`config.mk`:
```
export PLATFORM = sky130hd
export DESIGN_NAME = mine_count_engine_flat
export DESIGN_NICKNAME = d
export VERILOG_FILES = /design/src/rtl/mine_count_engine_if.sv /design/src/rtl/mine_count_engine.sv /design/src/flat_wrapper.sv
export SDC_FILE = /design/constraint.sdc
export NUM_CORES = 1
export LEC_CHECK = 0
export ABC_AREA = 1
export CAP_MARGIN = 0
export CORE_MARGIN = 2
export CORE_UTILIZATION = 50
export CTS_BUF_LIST = sky130_fd_sc_hd__clkbuf_8 sky130_fd_sc_hd__clkbuf_16
export DETAILED_ROUTE_END_ITERATION = 12
export HOLD_SLACK_MARGIN = 0.05
export PLACE_DENSITY = 0.68
export SLEW_MARGIN = 15
export SYNTH_ARGS = -nofsm -noshare
export SYNTH_HDL_FRONTEND = slang
export SYNTH_SLANG_ARGS = --single-unit
```
`constraint.sdc`:
```
create_clock -name in_clka -period 5.65 [get_ports in_clka]
set_input_delay 1.13 -clock in_clka [delete_from_list [all_inputs] [get_ports in_clka]]
set_output_delay 1.13 -clock in_clka [all_outputs]
set_load 0.02 [all_outputs]
```
`src/rtl/mine_count_engine_if.sv`:
```
// Signal bundle between the mine-count engine and the game/display logic.
// The master drives the start/map/query inputs; the engine (slave) drives the status and query results.
interface mine_count_engine_if #(
    parameter int CELLS = 25,
    parameter int IDX_W = 5,
    parameter int CNT_W = 4
);
    // Handshake: in_start is a level sampled only while the engine is idle.
    // out_busy is high from the capture edge until the final table write.
    // out_done pulses for the one cycle after that write.
    // Query results always appear one clock after in_query_idx is sampled.
    logic             in_start;
    logic [CELLS-1:0] in_mines;
    logic [IDX_W-1:0] in_query_idx;
    logic             out_busy;
    logic             out_done;
    logic             out_map_valid;
    logic [IDX_W-1:0] out_mine_total;
    logic             out_query_mine;
    logic [CNT_W-1:0] out_query_count;
    logic             out_query_err;
    logic [1:0]       dbg_state;

    modport master (
        output in_start, in_mines, in_query_idx,
        input  out_busy, out_done, out_map_valid, out_mine_total,
        input  out_query_mine, out_query_count, out_query_err, dbg_state
    );

    modport slave (
        input  in_start, in_mines, in_query_idx,
        output out_busy, out_done, out_map_valid, out_mine_total,
        output out_query_mine, out_query_count, out_query_err, dbg_state
    );
endinterface

```
`src/rtl/mine_count_engine.sv`:
```
// Builds the 5x5 adjacent-mine count table from a captured mine map, one cell per clock,
// and serves registered single-cell lookups. All state moves on the falling edge of in_clka.
module mine_count_engine #(
    parameter int ROWS  = 5,
    parameter int COLS  = 5,
    parameter int CELLS = ROWS * COLS,
    parameter int IDX_W = 5,
    parameter int CNT_W = 4
) (
    input logic                in_clka,
    input logic                in_reset_n,
    mine_count_engine_if.slave mc
);
    typedef enum logic [1:0] {
        IDLE = 2'd0,
        SCAN = 2'd1
    } state_t;

    localparam logic [2:0]       LAST_ROW  = 3'(ROWS - 1);
    localparam logic [2:0]       LAST_COL  = 3'(COLS - 1);
    localparam logic [IDX_W-1:0] LAST_IDX  = IDX_W'(CELLS - 1);
    localparam logic [IDX_W-1:0] CELLS_IDX = IDX_W'(CELLS);

    state_t           state_q, state_d;
    logic             start_scan;
    logic             last_cell;

    logic [CELLS-1:0] mines_q;
    logic [31:0]      mines_ext;
    logic [CNT_W-1:0] count_mem [CELLS];
    logic [IDX_W-1:0] k_q;
    logic [2:0]       row_q;
    logic [2:0]       col_q;
    logic [IDX_W-1:0] total_q;
    logic             done_q;
    logic             valid_q;
    logic             q_mine_q;
    logic [CNT_W-1:0] q_count_q;
    logic             q_err_q;

    logic             has_up, has_dn, has_l, has_r;
    logic [7:0]       nbr_bits;
    logic [CNT_W-1:0] nbr_count;

    // FSM state register
    always_ff @(negedge in_clka) begin
        if (!in_reset_n) begin
            state_q <= IDLE;
        end else begin
            state_q <= state_d;
        end
    end

    // FSM next state and scan control
    always_comb begin
        state_d    = state_q;
        start_scan = 1'b0;
        last_cell  = 1'b0;
        case (state_q)
            IDLE: begin
                if (mc.in_start) begin
                    start_scan = 1'b1;
                    state_d    = SCAN;
                end
            end
            SCAN: begin
                if (k_q == LAST_IDX) begin
                    last_cell = 1'b1;
                    state_d   = IDLE;
                end
            end
            default: state_d = IDLE;
        endcase
    end

    // Zero-extended so k+6 on the last row never indexes past the vector; edge flags mask it anyway.
    assign mines_ext = 32'(mines_q);

    always_comb begin
        has_up      = (row_q != 3'd0);
        has_dn      = (row_q != LAST_ROW);
        has_l       = (col_q != 3'd0);
        has_r       = (col_q != LAST_COL);
        nbr_bits    = '0;
        nbr_bits[0] = has_up & has_l & mines_ext[k_q - IDX_W'(6)];
        nbr_bits[1] = has_up         & mines_ext[k_q - IDX_W'(5)];
        nbr_bits[2] = has_up & has_r & mines_ext[k_q - IDX_W'(4)];
        nbr_bits[3] = has_l          & mines_ext[k_q - IDX_W'(1)];
        nbr_bits[4] = has_r          & mines_ext[k_q + IDX_W'(1)];
        nbr_bits[5] = has_dn & has_l & mines_ext[k_q + IDX_W'(4)];
        nbr_bits[6] = has_dn         & mines_ext[k_q + IDX_W'(5)];
        nbr_bits[7] = has_dn & has_r & mines_ext[k_q + IDX_W'(6)];
        nbr_count   = '0;
        for (int i = 0; i < 8; i++) begin
            nbr_count = nbr_count + CNT_W'(nbr_bits[i]);
        end
    end

    // Scan datapath and registered query port
    always_ff @(negedge in_clka) begin
        if (!in_reset_n) begin
            mines_q   <= '0;
            k_q       <= '0;
            row_q     <= '0;
            col_q     <= '0;
            total_q   <= '0;
            done_q    <= 1'b0;
            valid_q   <= 1'b0;
            q_mine_q  <= 1'b0;
            q_count_q <= '0;
            q_err_q   <= 1'b0;
            for (int i = 0; i < CELLS; i++) begin
                count_mem[i] <= '0;
            end
        end else begin
            done_q <= last_cell;

            if (start_scan) begin
                mines_q <= mc.in_mines;
                k_q     <= '0;
                row_q   <= '0;
                col_q   <= '0;
                total_q <= '0;
                valid_q <= 1'b0;
                // Stale entries from an earlier map must read 0 until rewritten.
                for (int i = 0; i < CELLS; i++) begin
                    count_mem[i] <= '0;
                end
            end else if (state_q == SCAN) begin
                count_mem[k_q] <= nbr_count;
                total_q        <= total_q + IDX_W'(mines_q[k_q]);
                k_q            <= k_q + IDX_W'(1);
                if (col_q == LAST_COL) begin
                    col_q <= 3'd0;
                    row_q <= row_q + 3'd1;
                end else begin
                    col_q <= col_q + 3'd1;
                end
                if (last_cell) begin
                    valid_q <= 1'b1;
                end
            end

            if (mc.in_query_idx >= CELLS_IDX) begin
                q_err_q   <= 1'b1;
                q_mine_q  <= 1'b0;
                q_count_q <= '0;
            end else begin
                q_err_q   <= 1'b0;
                q_mine_q  <= mines_q[mc.in_query_idx];
                q_count_q <= count_mem[mc.in_query_idx];
            end
        end
    end

    assign mc.out_busy        = (state_q == SCAN);
    assign mc.out_done        = done_q;
    assign mc.out_map_valid   = valid_q;
    assign mc.out_mine_total  = total_q;
    assign mc.out_query_mine  = q_mine_q;
    assign mc.out_query_count = q_count_q;
    assign mc.out_query_err   = q_err_q;
    assign mc.dbg_state       = state_q;
endmodule

```
`src/flat_wrapper.sv`:
```
// flat-port wrapper written by rule: the top's interface ports become plain ports
module mine_count_engine_flat 
#(
    parameter int ROWS  = 5,
    parameter int COLS  = 5,
    parameter int CELLS = ROWS * COLS,
    parameter int IDX_W = 5,
    parameter int CNT_W = 4
)
  (in_clka, in_reset_n, mc_in_start, mc_in_mines, mc_in_query_idx, mc_out_busy, mc_out_done, mc_out_map_valid, mc_out_mine_total, mc_out_query_mine, mc_out_query_count, mc_out_query_err, mc_dbg_state);
  mine_count_engine_if #(.CELLS(CELLS), .IDX_W(IDX_W), .CNT_W(CNT_W)) mc_i ();
  input logic in_clka;
  input logic in_reset_n;
  input wire logic [$bits(mc_i.in_start)-1:0] mc_in_start;
  input wire logic [$bits(mc_i.in_mines)-1:0] mc_in_mines;
  input wire logic [$bits(mc_i.in_query_idx)-1:0] mc_in_query_idx;
  output wire logic [$bits(mc_i.out_busy)-1:0] mc_out_busy;
  output wire logic [$bits(mc_i.out_done)-1:0] mc_out_done;
  output wire logic [$bits(mc_i.out_map_valid)-1:0] mc_out_map_valid;
  output wire logic [$bits(mc_i.out_mine_total)-1:0] mc_out_mine_total;
  output wire logic [$bits(mc_i.out_query_mine)-1:0] mc_out_query_mine;
  output wire logic [$bits(mc_i.out_query_count)-1:0] mc_out_query_count;
  output wire logic [$bits(mc_i.out_query_err)-1:0] mc_out_query_err;
  output wire logic [$bits(mc_i.dbg_state)-1:0] mc_dbg_state;
  assign mc_i.in_start = mc_in_start;
  assign mc_i.in_mines = mc_in_mines;
  assign mc_i.in_query_idx = mc_in_query_idx;
  assign mc_out_busy = mc_i.out_busy;
  assign mc_out_done = mc_i.out_done;
  assign mc_out_map_valid = mc_i.out_map_valid;
  assign mc_out_mine_total = mc_i.out_mine_total;
  assign mc_out_query_mine = mc_i.out_query_mine;
  assign mc_out_query_count = mc_i.out_query_count;
  assign mc_out_query_err = mc_i.out_query_err;
  assign mc_dbg_state = mc_i.dbg_state;
  mine_count_engine #(.ROWS(ROWS), .COLS(COLS), .CELLS(CELLS), .IDX_W(IDX_W), .CNT_W(CNT_W)) u_core (.in_clka(in_clka), .in_reset_n(in_reset_n), .mc(mc_i));
endmodule
```
# [Word-level counts from Yosys, hierarchy flattened]
# Memory sizes are Yosys's and may differ from the RTL's. A register that Yosys moved wholly into a read port is not among the register bits.
# Cells that the tools add are included.
[op_classes] addsub=18 order_cmp=11 eq_ne=7 mux=65 bitwise_logic=38 reduce_logical=9
[op_table] operator="4-bit 2-to-1 mux" n=26
[op_table] operator="5-bit by 6-bit < comparator with 1-bit output, second input constant" n=10
[op_table] operator="1-bit binary-select mux with 5-bit select" n=10
[op_table] operator="1-bit OR" n=25
[op_table] operator="4-bit by 1-bit adder with 4-bit output" n=6
[op_table] operator="1-bit 2-to-1 mux" n=24
[op_table] operator="5-bit by 3-bit adder with 5-bit output, second input constant" n=3
[op_table] operator="5-bit by 3-bit subtractor with 5-bit output, second input constant" n=3
[op_table] operator="1-bit bitwise AND" n=12
[op_table] operator="3-bit by 1-bit adder with 3-bit output, second input constant" n=2
[op_table] operator="3-bit != test, second input constant" n=2
[op_table] operator="2-bit AND reduction" n=3
[op_table] operator="3-bit nonzero test" n=2
[op_table] operator="5-bit by 1-bit adder with 5-bit output" n=1
[op_table] operator="5-bit by 1-bit adder with 5-bit output, second input constant" n=1
[op_table] operator="5-bit equality test, second input constant" n=1
[op_table] operator="5-bit >= comparator, second input constant" n=1
[op_table] operator="5-bit 2-to-1 mux" n=1
[op_table] operator="5-bit by 1-bit subtractor with 5-bit output, second input constant" n=1
[op_table] operator="2-bit 2-to-1 mux" n=2
[op_table] operator="2-bit one-hot mux with 2 select lines" n=1
[op_table] operator="2-bit OR reduction" n=2
[op_table] operator="4-bit OR reduction" n=1
[op_table] operator="3-bit equality test, second input constant" n=1
[op_table] operator="7 further kinds" n=7
[word_totals] register_bits=47 ram_bits=100 in_bits=33 elab_cells=159 mem_count=1
[mem_list] name="u_core.count_mem" depth=25 width=4 rd=1 rd_clocked_by_memory_dff=1 wr=25 line_no="mine_count_engine.sv:30" source="logic [CNT_W-1:0] count_mem [CELLS];"

# [Longest topological paths before layout]
# Gate-level depths: netlist of the first run.
[depth] word_depth=12 mapped_depth=26

==> out/qor.yml, run 1 <==
synth-seq-cells: 178
cts-resized-gates: 0
finClkSkew_ns: 0.02480
fmax_ghz: 0.1852
synth_edf_count: 128
ioPinCount: 49
slew_headroom_pct: 58.28
cp-start-kind: "register"
multi_input_area_mm2: 0.004364
path_class: "reg2out"
fin_tns_setup_ns: 0
critPathSlowestCell: "clkdlybuf4s50_1"
initialDrtViolationCount: 897
ant_nets: 0
first_global_vias: 9223
dpl_worst_slack_ns: 0.04603
fin_area_mm2: 0.01220
hpwl_um: 19470
clock-sinks: 178
core-area_mm2: 0.01946
crit_start: "u_core.mc.out_mine_total[3]"
clk_pin_slew_ns: 0.04
port_buffers: 47
die_y_um: 144.7
synth_flop_cell: "edfxtp_1"
postSynthAreaPerCell_um2: 7.968
fin_crit_sh_pct: 96.14
grt_first_pass_wirelength_um: 44770
hold_path_class: "reg2reg"
vias_per_cell: 5.365
power_leakage_uw: 0.005676
cts_tree: "yes"
netlist_top_cells_count: "nand2_1, nand3_1, nor2_1"
place_area_mm2: 0.01090
synth.most_common_cell: "nand2_1"
crit_fanout: 5
finalHoldViolCount: 0
drtPass1Iterations: 5
dieArea_mm2: 0.02095
die_w_um: 144.7
rsz0062_at_grt: "false"
grt.total_usage_pct: 27.88
cpLargestDelayFamily: "buffers and inverters"
syn_inst: 1243
seq_area_frac_synth_pct: 48.91
syn_area_mm2: 0.009904
fin_cells: 1761
critPathRequiredTime_ns: 4.52
area_delta_synth_final_pct: 23.13
synth_cell_types: 42
netlist.area_leader.share_pct: 38.81
syn_nets: 1304
critical-path-max-stage-delay_ns: 0.63
min_from: "u_core.mc.out_map_valid"
clkLatencyLatePin_ns: 0.48
gp_congestion: 0.9502
synth_top_area_cell: "edfxtp_1"
cts_buffers: 17
cts_root_buffer: "clkbuf_16"
rows: 51
holdBufCountCts: 0
start_util_pct: 50.89
drive_above_1_share_pct: 8.294
placedCellCount: 1551
maxSlewViolCount: 0
cp.arrival_ns: 4.30
n_fill_cell: 1711
finalSetupViolations: 0
route.detailed.drc: 0
final.min_clock_period_ns: 5.432
worstSetupEndpointType: "output pin"
num_vias: 9447
grt.overflow.total: 0
antenna_found_initial: 1
cts_setup_buffers: 0
yosys-top-cells-area: "edfxtp_1, nand2_1, nand3_1"
final_nets: 1543
cts_max_level: 4
powerDensity_mw_per_mm2: 309.6
ir_drop_mv: 0.2724
setup_ws_ns: 0.2183
async_flop_share_pct: 0
path_cells: "clkdlybuf4s50_1"
max_cap_violations: 0
finalWirelength_um: 28450
detail_route.wl_per_cell_um: 16.15
tightest_slew_ns: 0.6251
fin_util_pct: 62.66
seq_area_mm2: 0.004845
cts.path.max_buffers: 2
ys_warn_count: 0
outcome: "completed"
r2r-start: "u_core.k_q[1]"
cp_num_buf_inv: 1
grt_max_degree: 65
-- registers in the layout, summed over array words and instances, names as in the netlist --
| name | flops |
|---|---|
| u_core.count_mem | 128 |
| u_core.mines_q | 25 |
| u_core.k_q | 5 |
| u_core.mc.out_mine_total | 5 |
| u_core.mc.out_query_count | 4 |
| u_core.col_q | 3 |
| u_core.row_q | 3 |
| u_core.mc.dbg_state | 1 |
| u_core.mc.out_done | 1 |
| u_core.mc.out_map_valid | 1 |
| u_core.mc.out_query_err | 1 |
| u_core.mc.out_query_mine | 1 |
-- logic make-up (layout without fill, tap and decap cells) --
group                      count (synthesis)  after routing  share of synthesized area [%]
and+or+nand+nor                          784            784                          33.53
adders and majority gates                 28             28                          3.840
xor gates and xnor gates                  15             15                          1.668
DFF                                      178            178                          48.91
buffers and inverters                    149            401                          7.099
AOI/OAI and AO/OA                         88             88                          4.914
other                                      1              2                        0.03786
-- report_power, final --
| group | total [uW] | leakage [uW] | internal (uW) | switching (uW) |
|---|---|---|---|---|
| clock | 1730 | 0.00125 | 779 | 949 |
| sequential | 1520 | 0.00173 | 1480 | 35.8 |
| combinational | 531 | 0.00270 | 167 | 364 |
| total | 3780 | 0.00568 | 2430 | 1350 |
-- area by class of cell --
class	count	area share, %
tap	265	2.719
sequential	178	39.73
clock inverter	193	7.110
multi-input combinational	916	35.79
clock buffer	17	3.488
timing repair buffer	116	8.782
antenna	1	0.02052
inverter	75	2.370
-- per-layer routing --
metal  up-vias  track usage, %  share of wire [%]  wire [um]
met5         -               0                  0          0
met4         0           14.46                1.9        554
met3        37           7.470                7.4       2115
met2       369           43.82                 48      13730
met1      4442           35.41                 42      12050
li1       4599               -                  -          -
-- worst reg2reg max path, delay by kind of cell, from the launching register on --
family	cells	cell delay, ns
AO/OA/AOI/OAI	1	0.26
flip-flops	1	0.30
XOR/XNOR	1	0.42
buffers and inverters	7	1.09
adder cells (fa/ha/maj)	6	2.51
AND/OR/NAND/NOR	5	0.66
-- final timing paths --
path,cells after the start,to,slack (ns)
worst max register to register,20,u_core.count_mem[9][2],0.25
worst min-delay path,2,u_core.mc.out_map_valid,0.47
worst min register to register,2,u_core.mc.out_map_valid,0.47
worst max-delay path,1,mc_out_mine_total[3],0.22
-- metrics by stage --
step	total power, uW	hold slack, ns
after floorplan	2048	0.4480
after global placement	2238	0.4530
after detailed placement	2242	0.4774
after CTS	3810	0.4829
after global routing	3998	0.5040
final	3776	0.4734
-- cells in the final DEF (no fill, tap or decap), types with 2 or more instances in the layout --
cell               n
a21oi_1           35
inv_12             4
a211oi_1           2
fa_1               4
nor3_1             6
clkinv_8           5
o21ai_0           32
o211ai_1           7
xor2_1            10
ha_1              24
nor2_1           151
buf_12             7
clkdlybuf4s50_1   46
inv_6              3
inv_1            245
inv_2              4
nand3_1          235
nand4_1            3
xnor2_1            2
clkbuf_16         17
o21ai_1            6
nor4_1             2
nor3_2             7
edfxtp_1         128
dfxtp_1           50
buf_4             62
o21ai_2            2
nand2_1          373
inv_4              4
Power figures use the tool's default switching activity.
==> run 2: changes to the inputs <==
PLACE_DENSITY = 0.71   (was 0.68)
RECOVER_POWER = 50   (was unset)
clock period = 4.4 ns   (was 5.65 ns; I/O delays follow)
==> run 2 against run 1 <==
  * Wire length grew 6.5%
  * Flip-flop and latch count is the same
  * Final cell count rose by 3.2%
  * Largest power group unchanged
==> out/qor.yml, run 2 (same netlist as run 1, synthesis figures left out) <==
outcome: "completed"
drive_above_1_share_pct: 13.53
die_y_um: 144.7
critPathRequiredTime_ns: 2.36
area_delta_synth_final_pct: 30.42
fin_tns_setup_ns: 0
worstSetupEndpointType: "register"
final_common_cell: "nand2_1"
final.min_clock_period_ns: 4.329
gp_congestion: 0.9853
cpLargestDelayFamily: "buffers and inverters"
cts_buffers: 17
ant_nets: 0
cts_root_buffer: "clkbuf_16"
route.detailed.drc: 0
power_leakage_uw: 0.006108
die_w_um: 144.7
cp_num_cells: 6
clock-sinks: 178
cts_tree: "yes"
tightest_slew_ns: 0.6975
finalHoldViolCount: 0
final_nets: 1600
maxSlewViolCount: 0
hold_path_class: "reg2reg"
rows: 51
cp_num_buf_inv: 2
core-area_mm2: 0.01946
critical-path-max-stage-delay_ns: 0.55
largest_reg_flops: 128
grt_max_degree: 36
slew_headroom_pct: 53.07
finClkSkew_ns: 0.03932
hpwl_um: 20950
crit_start: "in_reset_n"
r2r_slack_ns: 0.10
port_buffers: 47
fmax_ghz: 0.2328
powerDensity_mw_per_mm2: 388.3
drtPass1Iterations: 7
crit_end: "u_core.count_mem[12][0]"
critPathSlowestCell: "clkdlybuf4s50_1"
num_antenna_cells: 0
detail_route.wl_per_cell_um: 16.67
crit_fanout: 4
path_class: "in2reg"
power.total_uw: 5016
clk_pin_slew_ns: 0.03
start_util_pct: 50.89
clkLatencyLatePin_ns: 0.50
max_cap_violations: 0
ioPinCount: 49
ir_drop_mv: 0.3015
rsz0062_at_grt: "true"
cts.path.max_buffers: 2
reg.largest.list: "u_core.count_mem: 128 flops, u_core.mines_q: 25 flops"
ff2ff_path_depth: 20
holdBufCountCts: 0
final_cell_mix: "nand2_1, inv_1, nand3_1"
cpMostUsedCell: "nand2_1"
rr_endpoint: "u_core.count_mem[20][2]"
fin_crit_sh_pct: 98.38
first_global_vias: 9860
largest_register: "u_core.count_mem"
antenna_found_initial: 0
cp-start-kind: "primary input"
grt.total_usage_pct: 29.42
grt_first_pass_wirelength_um: 46840
r2r-start: "u_core.k_q[1]"
finalSetupViolations: 0
initialDrtViolationCount: 1104
finalWirelength_um: 30290
dieArea_mm2: 0.02095
cp.arrival_ns: 2.29
vias_per_cell: 5.429
cts_max_level: 4
grt.overflow.total: 0
num_vias: 9865
path_cells: "clkdlybuf4s50_1 -> nand2_1 -> nor2_1 -> clkbuf_1 -> nand2_1 -> nand2_1"
## run 2: worst min-delay path by stage
| stage | endpoint | slack (ns) | startpoint | cells past startpoint |
|---|---|---|---|---|
| 2_1_floorplan | u_core.mines_q[16] | 0.45 | u_core.mines_q[16] | 2 |
| 3_3_place_gp | u_core.mc.out_map_valid | 0.46 | u_core.mc.out_map_valid | 2 |
| 3_5_place_dp | u_core.mc.out_map_valid | 0.48 | u_core.mc.out_map_valid | 2 |
| 4_1_cts | u_core.row_q[1] | 0.48 | u_core.row_q[1] | 2 |
| 5_1_grt | u_core.mines_q[4] | 0.51 | u_core.mines_q[4] | 2 |
| 6_report | u_core.row_q[1] | 0.48 | u_core.row_q[1] | 2 |
## run 2: routing by layer
layer  global-route usage, %  wire length (um)  up-vias
met4                   15.38              1033        0
li1                        -                 -     4727
met2                   48.81             14720      520
met5                       0                 0        -
met1                   33.98             11680     4531
met3                   9.576              2852       87
## run 2: per-stage QoR
step,setup slack [ns],utilization (%),cells,instance area [um2],hold WS [ns]
after global routing,-0.03524,66.37,1817,12920,0.5143
after CTS,0.002098,65.53,1810,12750,0.4842
after detailed placement,-0.3313,58.89,1601,11460,0.4763
final,0.07148,66.37,1817,12920,0.4781
after floorplan,0.002833,-,1243,10080,0.4480
after global placement,-0.3233,58.89,1601,11460,0.4557
## run 2: worst reg2reg max path, stage by stage, from the launching register on
cell and delay [ns]:
dfxtp_4 0.38, inv_8 0.06, ha_4 0.35, buf_6 0.16, nand3_4 0.08, nand3_2 0.07, nand3_1 0.08, a21oi_1 0.13
nor2_1 0.07, ha_1 0.28, inv_2 0.04, fa_1 0.54, inv_2 0.04, fa_1 0.47, inv_1 0.05, fa_2 0.35
fa_2 0.40, xnor2_4 0.16, inv_4 0.13, clkbuf_16 0.17, nor2_1 0.04
## run 2: where the power goes
group          switching [uW]  leakage (uW)  internal (uW)
clock network            1250       0.00126           1060
registers                45.2       0.00176           1900
logic                     492       0.00309            274
total                    1780       0.00611           3230
## run 2: repair_timing
item                                   in CTS  in global routing
buffers inserted                            0                  4
pin swaps                                   0                  3
resized for setup                          15                 34
endpoints found under the hold margin       0                  0
cloned                                      0                  3
setup endpoints to repair                  15                 64
## run 2: layout make-up
class	instances	area, um2
Timing Repair Buffer	173	1597
Multi-Input combinational cell	916	4504
Sequential cell	178	4856
Clock inverter	193	888.4
Tap cell	265	331.6
Fill cell	1586	6545
Inverter	75	315.3
Clock buffer	17	425.4
